### src/rtl/control_sequencer.sv
// Hardwired Moore control unit for the Mini SRC CPU: fetch (T0-T2) then per-opcode execute,
// decoding IR into the one-hot strobes, bus selects and ALU code that DataPath consumes.
module control_sequencer #(
  parameter logic [4:0] RESET_PC_INC = 5'b11111
) (
  input  logic        clk,
  input  logic        clr,
  input  logic [31:0] ir,
  input  logic        mem_ready,
  input  logic        stop,
  output logic        Pout,
  output logic        MARen,
  output logic        ZLOen,
  output logic        ZLOout,
  output logic        Pen,
  output logic        Read,
  output logic        Write,
  output logic        MDRen,
  output logic        MDROut,
  output logic        IRen,
  output logic        Yen,
  output logic        Cout,
  output logic [15:0] Rin,
  output logic [15:0] Rout,
  output logic [4:0]  alu_control,
  output logic        run,
  output logic        illegal_op
);

  typedef enum logic [3:0] {
    S_RST, S_T0, S_T1, S_T1W, S_T2, S_T3, S_T4, S_T5, S_T6, S_T7, S_HALT
  } state_t;

  localparam logic [4:0] OP_LD   = 5'b00000;
  localparam logic [4:0] OP_ST   = 5'b00010;
  localparam logic [4:0] OP_ADD  = 5'b00011;
  localparam logic [4:0] OP_SUB  = 5'b00101;
  localparam logic [4:0] OP_AND  = 5'b00110;
  localparam logic [4:0] OP_OR   = 5'b00111;
  localparam logic [4:0] OP_ADDI = 5'b01100;
  localparam logic [4:0] OP_HALT = 5'b11011;
  localparam logic [4:0] ALU_ADD = 5'b00011;

  state_t     state, state_nxt;
  logic [4:0] opcode;
  logic [3:0] ra, rb, rc;
  logic       is_reg, is_addi, is_ld, is_st, is_halt;
  logic       unused_ir;

  assign opcode    = ir[31:27];
  assign ra        = ir[26:23];
  assign rb        = ir[22:19];
  assign rc        = ir[18:15];
  assign unused_ir = ^ir[14:0];

  assign is_reg  = (opcode == OP_ADD) || (opcode == OP_SUB) ||
                   (opcode == OP_AND) || (opcode == OP_OR);
  assign is_addi = (opcode == OP_ADDI);
  assign is_ld   = (opcode == OP_LD);
  assign is_st   = (opcode == OP_ST);
  assign is_halt = (opcode == OP_HALT);

  function automatic logic [4:0] alu_code(input logic [4:0] op);
    case (op)
      OP_SUB:  alu_code = 5'b00100;
      OP_AND:  alu_code = 5'b00101;
      OP_OR:   alu_code = 5'b00110;
      default: alu_code = ALU_ADD;
    endcase
  endfunction

  function automatic logic [15:0] onehot(input logic [3:0] idx);
    onehot = 16'd1 << idx;
  endfunction

  always_ff @(posedge clk) begin
    if (!clr) state <= S_RST;
    else      state <= state_nxt;
  end

  // T1 is split into a first cycle and a wait state so Pen/ZLOout pulse only once
  always_comb begin
    state_nxt = state;
    case (state)
      S_RST:       state_nxt = S_T0;
      S_T0:        state_nxt = (stop || is_halt) ? S_HALT : S_T1;
      S_T1, S_T1W: state_nxt = mem_ready ? S_T2 : S_T1W;
      S_T2:        state_nxt = S_T3;
      S_T3: begin
        if (is_reg || is_addi || is_ld || is_st) state_nxt = S_T4;
        else if (is_halt)                        state_nxt = S_HALT;
        else                                     state_nxt = S_T0;
      end
      S_T4:        state_nxt = S_T5;
      S_T5:        state_nxt = (is_ld || is_st) ? S_T6 : S_T0;
      S_T6:        if (is_st || mem_ready) state_nxt = S_T7;
      S_T7:        if (is_ld || mem_ready) state_nxt = S_T0;
      S_HALT:      state_nxt = S_HALT;
      default:     state_nxt = S_RST;
    endcase
  end

  always_comb begin
    Pout = 1'b0; MARen = 1'b0; ZLOen = 1'b0; ZLOout = 1'b0; Pen = 1'b0;
    Read = 1'b0; Write = 1'b0; MDRen = 1'b0; MDROut = 1'b0; IRen = 1'b0;
    Yen = 1'b0; Cout = 1'b0; Rin = 16'd0; Rout = 16'd0; alu_control = 5'd0;
    illegal_op = 1'b0;
    run = (state != S_RST) && (state != S_HALT);
    case (state)
      S_T0: begin
        Pout = 1'b1; MARen = 1'b1; ZLOen = 1'b1; alu_control = RESET_PC_INC;
      end
      S_T1: begin
        ZLOout = 1'b1; Pen = 1'b1; Read = 1'b1; MDRen = 1'b1;
      end
      S_T1W: begin
        Read = 1'b1; MDRen = 1'b1;
      end
      S_T2: begin
        MDROut = 1'b1; IRen = 1'b1;
      end
      S_T3: begin
        if (is_reg || is_addi || is_ld || is_st) begin
          Rout = onehot(rb); Yen = 1'b1;
        end else if (!is_halt) begin
          illegal_op = 1'b1;
        end
      end
      S_T4: begin
        ZLOen = 1'b1;
        alu_control = alu_code(opcode);
        if (is_reg) Rout = onehot(rc);
        else        Cout = 1'b1;
      end
      S_T5: begin
        ZLOout = 1'b1;
        if (is_ld || is_st) MARen = 1'b1;
        else                Rin = onehot(ra);
      end
      S_T6: begin
        MDRen = 1'b1;
        if (is_st) Rout = onehot(ra);
        else       Read = 1'b1;
      end
      S_T7: begin
        if (is_st) begin
          Write = 1'b1;
        end else begin
          MDROut = 1'b1; Rin = onehot(ra);
        end
      end
      default: ;
    endcase
  end

endmodule
### config.mk
export PLATFORM = sky130hd
export DESIGN_NAME = control_sequencer
export DESIGN_NICKNAME = d
export VERILOG_FILES = /design/src/rtl/control_sequencer.sv
export SDC_FILE = /design/constraint.sdc
export NUM_CORES = 1
export LEC_CHECK = 0
export ABC_AREA = 1
export ABC_CLOCK_PERIOD_IN_PS = 2510
export CORE_AREA = 2 2 60 62
export CTS_CLUSTER_DIAMETER = 30
export DETAILED_ROUTE_END_ITERATION = 6
export DIE_AREA = 0 0 62 64
export GPL_TIMING_DRIVEN = 0
export PLACE_DENSITY = 0.86
export SYNTH_ARGS = -nofsm -noshare
export SYNTH_HDL_FRONTEND = slang
export SYNTH_SLANG_ARGS = --single-unit
### constraint.sdc
create_clock -name clk -period 2.51 [get_ports clk]
set_input_delay 0.502 -clock clk [delete_from_list [all_inputs] [get_ports clk]]
set_output_delay 0.502 -clock clk [all_outputs]
set_load 0.01 [all_outputs]
======== Yosys cells after proc, flatten, opt, wreduce, memory -nomap -nowiden ========
Cells that the tools add are included.
word-level totals
  memories ................................ 0
  memory bits (writable) .................. 0
  bits in latches ......................... 0
  input bits .............................. 36
  ROM bits ................................ 0
  output and inout port bits .............. 51
  logic and storage cells ................. 80
  register bits ........................... 4
cells by class
  divide/modulo/power cells ............... 0
  $lt $le $gt $ge ......................... 0
  shifts and indexed selects .............. 3
  reductions and logical operators ........ 19
  multiplexer cells ....................... 37
  $mul .................................... 0
  bitwise gates (word level) .............. 0
  $add $sub $neg .......................... 0
  equal/unequal tests ..................... 20
operators with widths
  kind                                                  count
  two-way mux 16 bit                                    5
  case mux 16 bit (3 select lines)                      1
  left shift 1 x 4 -> 16 bit (first input constant)     3
  case mux 4 bit (10 select lines)                      1
  case mux 16 bit (2 select lines)                      1
  two-way mux 4 bit                                     6
  two-way mux 1 bit                                     17
  equality test 4 x 3 -> 1 bit (second input constant)  4
  equality test 5 x 3 -> 1 bit (second input constant)  3
  equality test 4 bit (second input constant)           3
  equality test 5 x 2 -> 1 bit (second input constant)  2
  logical OR 1 bit                                      10
  case mux 5 bit (2 select lines)                       1
  case mux 3 bit (3 select lines)                       1
  equality test 4 x 2 -> 1 bit (second input constant)  2
  case mux 1 bit (2 select lines)                       3
  OR reduction 2 bit                                    3
  equality test 5 x 4 -> 1 bit (second input constant)  1
  equality test 5 bit (second input constant)           1
  zero test 5 bit                                       1
  equality test 4 x 1 -> 1 bit (second input constant)  1
  zero test 4 bit                                       1
  != test 2 bit (second input constant)                 2
  != test 4 bit (second input constant)                 1
  other kinds (5)                                       5

======== Logic depth before layout (Yosys ltp) ========
Gate-level depths: netlist of run 1.
  depth in word-level cells ............... 9
  depth in mapped cells ................... 10
  depth with buffers taken out ............ 10

======== Least setup slack after synthesis of run 1 ========
OpenSTA, ideal clock, no wires.
  path type ............................... input-to-output
  start ................................... input port ir[30]
  end ..................................... output port Rout[1]
  stages .................................. 8
  arrival ................................. 1421 ps
  required time ........................... 2008 ps
  path buffers ............................ 1
  setup slack ............................. 587 ps
  path through ............................ nor2_4 -> nand3_1 -> nand2_2 -> nor2_2 -> nor2_4 -> buf_6 -> nand2_2 -> o21ai_1
between the ends
  cells in the longest elaborated chain, start to end .. 9
  elaborated cells between the ends (all ways) .. 17
  those cells by class .................... eq/ne: 6; mux: 4; reduce/logical: 7
ends and longest elaborated chain
  element                                                                       line  text
  start: declaration                                                            8     input logic [31:0] ir,
  equality test 5 x 2 -> 1 bit or equality test 5 x 3 -> 1 bit (tied branches)  56    assign is_reg = (opcode == OP_ADD) || (opcode == OP_SUB) ||
  logical OR 1 bit (2 in series)                                                56
  logical OR 1 bit                                                              57    (opcode == OP_AND) || (opcode == OP_OR);
  logical OR 1 bit (3 in series)                                                123   if (is_reg || is_addi || is_ld || is_st) begin
  two-way mux 16 bit                                                            123
  case mux 16 bit (3 select lines) *                                            109   case (state)
  end: declaration                                                              24    output logic [15:0] Rout,
Every way passes the cells marked *; elsewhere a longest branch is shown, timed or not.

======== Final worst setup path of run 1 ========
  start ................................... input port ir[15]
  end ..................................... output port Rout[13]
between the ends
  cells in the longest elaborated chain, start to end .. 3
ends and longest elaborated chain
  element                           line  text
  left shift 1 x 4 -> 16 bit        73    onehot = 16'd1 << idx;
  two-way mux 16 bit                132   if (is_reg) Rout = onehot(rc);
  case mux 16 bit (3 select lines)  109
No other way between the ends.

==> metrics.cfg, run 1 <==
[layout]
largest_registers=state (4)
num-fill-cells=300
final_util=0.670
final_nets=364
num_antenna_cells=0
layout-drive-gt1-share=0.273
multi_input_area_um2=1090
area_growth_pct=74.4
fin_cells=372
regArea_um2=83.8
largest_reg_flops=4
regMostFlops=state
design_area_um2=2200

[route]
route.met2.wl_um=2480
ant_nets=0
met1Wirelength_um=2040
drt_wl_total_um=4900
first_iter_violations=150
drtPass1Iterations=5
wl_met3_um=352
top_layer=met4
remaining_drc_errors=0
vias=1934
wl_per_cell_um=13.2
vias_per_cell=5.20

[synth]
synth_compound_area_frac=0.159
synth_common_cells=nand2_1 (39), nor2_1 (35), inv_1 (34)
synth-simple-area-share=0.603
synth_fa_ha_area_frac=0
ys_warn_count=0
yosys.cell_types.count=28
syn-num-nets=279
synth_most_common_cell=nand2_1
seq_area_frac_synth=0.0635
synth_top_family_by_area=simple AND/OR/NAND/NOR gates
synth.largest_area_cell=nand3_1
synth_flop_cell=dfxtp_1
synth.top_cell.area_share=0.123
syn_inst=243
avgSynthCellArea_um2=5.19
synthXorXnorAreaFrac=0
synth_edf_count=0
syn_area_um2=1260
ys_ff_latch=4
synthMuxAreaShare=0
yosys-top-cells-area=nand3_1 (12%), nand2_1 (12%), nor2_1 (10%), inv_1 (10%), nor3_1 (8.7%)
postSynth.asyncResetShare=0

[floorplanning]
initial_core_util=0.384
die_area_um2=3970
core_um2=3280
dieHeight_um=64
fp.dieW_um=62
ios=87
rows=21

[place]
dp_hpwl_um=3520
dpl_cell_area_um2=2020
port_buffers=70
gp_congestion=0.896
dp.cells=359
dp_slack_ns=-0.569

[timing]
finalCriticalPeriod_ns=2.45
tightest_slew_ns=0.412
relSlewSlack=0.725
layout_setup_ws_ns=0.0595
holdWs_ns=0.580
timing.final.crit_share=0.976
max_freq_mhz=408
setup_viol=0
final_max_slew_viol_count=0
fin_skew_ns=0.00416
finalHoldViolations=0

[clock_tree]
clock-sinks=4
htreeDepth=1
clockRootBuffer=clkbuf_4
clk_latency_ns=0.23
cts_tree=built
cts_hold_buf=0
cts_buffers=3
clk_pin_slew_ns=0.04
cts_buffer_depth=2

[grt]
grt_pass1_vias=1610
track_usage=0.233
grt_max_degree=11
antenna_found_initial=0
gr-total-overflow=0
grt_pass1_wl_um=7280

[worst_setup_path]
worst-path-max-fanout=4
cp-end-kind=output pin
worst_setup_path_start_kind=input port
arrival_ns=1.95
worst-setup-path-type=in -> out
cp.required_ns=2.01

[power_and_ir_drop]
power_density_nw_per_um2=462
clockPowerShare=0.075
p_comb_frac=0.793
p_seq_frac=0.132
internal_power_w=0.000529
ir_drop_uv=693
swShare=0.480
total_leakage_power_nw=1.09
switching_power_w=0.000488

[run_status]
status=completed

[job]
maxCapViolCount=0

[worst_hold_path]
hold_class=reg -> reg

[final timing paths]
path	startpoint	end	slack (ns)	cells after the start
worst min-delay path	state[1]	state[2]	0.58	2
worst max register to register	state[3]	state[1]	1.13	7
worst min register to register	state[1]	state[2]	0.58	2
worst max-delay path	ir[15]	Rout[13]	0.06	8
[layout make-up]
| type | instances | share of cell area |
|---|---|---|
| Clock buffer | 3 | 0.0102 |
| Inverter | 42 | 0.0728 |
| Buffer | 8 | 0.0307 |
| Sequential cell | 4 | 0.0381 |
| Tap cell | 46 | 0.0262 |
| Multi-Input combinational cell | 189 | 0.495 |
| Timing Repair Buffer | 80 | 0.327 |
[worst max-delay path, stage by stage]
cell             delay [ns]
clkdlybuf4s50_1        0.53
inv_1                  0.10
nor2_1                 0.15
inv_1                  0.08
nor2_1                 0.16
a22oi_1                0.11
nand2_1                0.07
dlygate4sd2_1          0.26
[routing by layer]
layer,vias to the layer above,GRT usage
met3,4,0.0101
met1,868,0.343
met4,0,0.0426
li1,970,-
met2,92,0.370
met5,-,0
[stage by stage]
| stage | power (W) | TNS [ns] |
|---|---|---|
| 2_1_floorplan | 0.000538 | 0 |
| 3_3_place_gp | 0.000881 | -15.74 |
| 3_5_place_dp | 0.000889 | -16.34 |
| 4_1_cts | 0.000983 | -0.129 |
| 5_1_grt | 0.00110 | -0.140 |
| 6_report | 0.00102 | 0 |
[cells by family (layout without fill, tap and decap cells)]
logic type / after synthesis / count (layout)
simple gates: 153 / 153
buf+inv: 50 / 133
flops: 4 / 4
compound gates: 36 / 36
[power groups by stage]
stage | Combinational (W) | Clock (W) | Sequential [W]
after floorplan | 0.000415 | 0 | 0.000123
after global placement | 0.000754 | 0 | 0.000126
after detailed placement | 0.000760 | 0 | 0.000128
after CTS | 0.000775 | 0.0000808 | 0.000127
after global routing | 0.000874 | 0.0000856 | 0.000139
final | 0.000807 | 0.0000759 | 0.000134
[timing repair]
item	CTS	global route
setup endpoints to repair	41	33
resized for setup	71	53
buffers inserted	6	2
pin swaps	4	8
endpoints found under the hold margin	0	0
gates cloned	2	0
[placed cells by master, fill, tap and decap left out, drive strengths merged]
cell type and count:
nor4 1, nand3 33, clkdlybuf4s50 28, dfxtp 4, a31oi 2, nor2 43
clkinv 2, a21oi 13, o21ai 15, a22oi 3, clkdlybuf4s15 7, nor3 25
nor3b 1, dlygate4sd2 22, dlymetal6s2s 4, nand2 46, clkbuf 9, o211ai 1
o22a 2, buf 21, nand4 4, inv 40
No activity file was read; power rests on OpenSTA's default activity.
==> inputs of run 2 (changes only) <==
ABC_CLOCK_PERIOD_IN_PS = 3100   (was 2510)
clock period = 3.1 ns   (was 2.51 ns; I/O delays follow)
==> run 2 against run 1 <==
  * Global-route usage down 0.59 points
  * Non-clock buffer count down 6
  * Hold slack better by 0.057 ns
  * Utilization down 3.0 points
  * Register-to-register slack better by 0.58 ns
  * Die area unchanged
  * Via count down 5.3%
  * Sequential power down 22%
  * Clock-buffer cell count unchanged
  * Wire length down 9.8%
  * Sequential share of layout area about the same
  * Largest cell class unchanged
==> metrics.cfg, run 2 (synthesis results as in run 1) <==
[run_status]
status=completed

[job]
maxCapViolCount=0  ; unchanged

[timing]
rsz0062_at_grt=false
fin_setup_tns_ns=0  ; unchanged
finalHoldViolations=0  ; unchanged
relSlewSlack=0.732  ; +0.00684
timing.final.crit_share=0.976
setup_viol=0  ; unchanged
tightest_slew_ns=0.403  ; -0.00958 ns
finalCriticalPeriod_ns=3.02
fin_skew_ns=0.00398  ; -0.000184 ns
max_freq_mhz=331
final_max_slew_viol_count=0  ; unchanged

[layout]
layout_common_cells=nand2_1 (39), nor2_1 (35), clkdlybuf4s50_1 (34)
final_nets=358  ; -1.6%
final_util=0.640  ; -0.0297
design_area_um2=2100  ; -4.4%
largest_registers=state (4)
area_growth_pct=66.7
mostFrequentLayoutCell=nand2_1
largest_reg_flops=4  ; unchanged
num_antenna_cells=0  ; unchanged
layout-drive-gt1-share=0.141  ; -0.132
fin_cells=366  ; -1.6%
regMostFlops=state

[grt]
grt_max_degree=11  ; unchanged
grt_pass1_vias=1598  ; -0.75%
grt_pass1_wl_um=7120  ; -2.2%
track_usage=0.227  ; -0.00595
antenna_found_initial=0  ; unchanged
gr-total-overflow=0  ; unchanged

[power_and_ir_drop]
p_seq_frac=0.131  ; about the same
ir_drop_uv=545  ; -21%
total_leakage_power_nw=1.23  ; +12%
p_comb_frac=0.791  ; -0.002
internal_power_w=0.000416  ; -21%
finalPower_w=0.000791  ; -22%
clockPowerShare=0.077  ; +0.002
switching_power_w=0.000375  ; -23%
swShare=0.475  ; -0.00512
power_density_nw_per_um2=376  ; -19%

[clock_tree]
cts_buffers=3  ; unchanged
clk_pin_slew_ns=0.04  ; about the same
cts_tree=built
htreeDepth=1  ; unchanged
clock-sinks=4  ; unchanged
clockRootBuffer=clkbuf_4
clk_latency_ns=0.23  ; about the same
cts_buffer_depth=2  ; unchanged
cts_hold_buf=0  ; unchanged

[floorplanning]
initial_core_util=0.384  ; unchanged
ios=87  ; unchanged
fp.dieW_um=62  ; unchanged
dieHeight_um=64  ; unchanged
die_area_um2=3970  ; unchanged
rows=21  ; unchanged
core_um2=3280  ; unchanged

[route]
ant_nets=0  ; unchanged
drtPass1Iterations=5  ; unchanged
wl_per_cell_um=12.1  ; -8.4%
remaining_drc_errors=0  ; unchanged
first_iter_violations=144  ; -4.0%
vias_per_cell=5.01  ; -3.7%
drt_wl_total_um=4420  ; -9.8%
vias=1832  ; -5.3%

[worst_setup_path]
worst-setup-path-type=in -> out
worst_setup_path_start_kind=input port
path_cells=clkdlybuf4s50_1 -> inv_2 -> nand2_1 -> nand3_2 -> nand2_4 -> buf_4 -> buf_4 -> nand4_1 -> o22a_1 -> nand2_1 -> dlygate4sd2_1
arrival_ns=2.40  ; +0.45 ns
cp.buffers_inverters=5  ; +1
cp.required_ns=2.48  ; +0.47 ns
cp-end-kind=output pin
worst-path-max-fanout=5  ; +1
cpPeakStageDelay_ns=0.54  ; about the same
cp_top_family=buffers and inverters
slowest_stage=clkdlybuf4s50_1

[place]
port_buffers=70  ; unchanged
dp_hpwl_um=3520  ; unchanged
dpl_cell_area_um2=2020  ; unchanged
gp_congestion=0.896  ; unchanged
dp.cells=359  ; unchanged

[worst_hold_path]
hold_class=reg -> reg

run 2: cell count changes in the layout (fill, tap and decap cells not counted), sizes merged:
cell and delta:
buf -12, clkdlybuf4s15 -7, clkdlybuf4s50 +6, dlymetal6s2s +9, clkbuf -2
run 2: metrics by stage:
| step | worst slack (ns) | hold slack [ns] |
|---|---|---|
| 5_1_grt | 0.00102 | 0.686 |
| 6_report | 0.0752 | 0.637 |
| 4_1_cts | 0.0112 | 0.634 |
| 2_1_floorplan | 0.941 | 0.595 |
| 3_5_place_dp | -0.215 | 0.629 |
| 3_3_place_gp | -0.218 | 0.629 |
run 2: routing by layer:
metal	vias up	global-route usage	wire length, um
li1	959	-	-
met1	785	0.333	1910
met2	86	0.352	2160
met3	2	0.0162	320
met4	0	0.0532	27
met5	-	0	0
run 2: final timing paths:
check	to	slack (ns)	startpoint	depth (start not counted)
max	Rout[0]	0.08	ir[28]	11
max reg2reg	state[0]	1.71	state[1]	8
min	state[2]	0.64	state[1]	2
min reg2reg	state[2]	0.64	state[1]	2
run 2: worst reg2reg max path: cells and delay by family, from the launching register on:
family,cells,cell delay [ns]
AO/OA/AOI/OAI,1,0.14
buffers and inverters,1,0.13
flip-flops,1,0.49
AND/OR/NAND/NOR,6,0.56
run 2: cell type report:
class | count | area (um^2)
multi-input combinational | 189 | 990
inverter | 42 | 160
timing repair buffer | 74 | 731
clock buffer | 3 | 22.5
tap | 46 | 57.6
buffer | 8 | 61.3
sequential | 4 | 80.1
fill | 317 | 1180
run 2: power by group through the flow:
| stage | registers, W | logic [W] | clock network, W |
|---|---|---|---|
| after global placement | 0.000102 | 0.000611 | 0 |
| after floorplan | 0.0000996 | 0.000336 | 0 |
| after global routing | 0.000108 | 0.000684 | 0.0000693 |
| after CTS | 0.000103 | 0.000622 | 0.0000654 |
| after detailed placement | 0.000104 | 0.000616 | 0 |
| final | 0.000104 | 0.000626 | 0.0000613 |
run 2: repair_timing:
item,4_1_cts,5_1_grt
endpoints found under the setup margin,27,17
resized for setup,26,21
endpoints found under the hold margin,0,0
pin swaps,2,0
buffers inserted,4,0
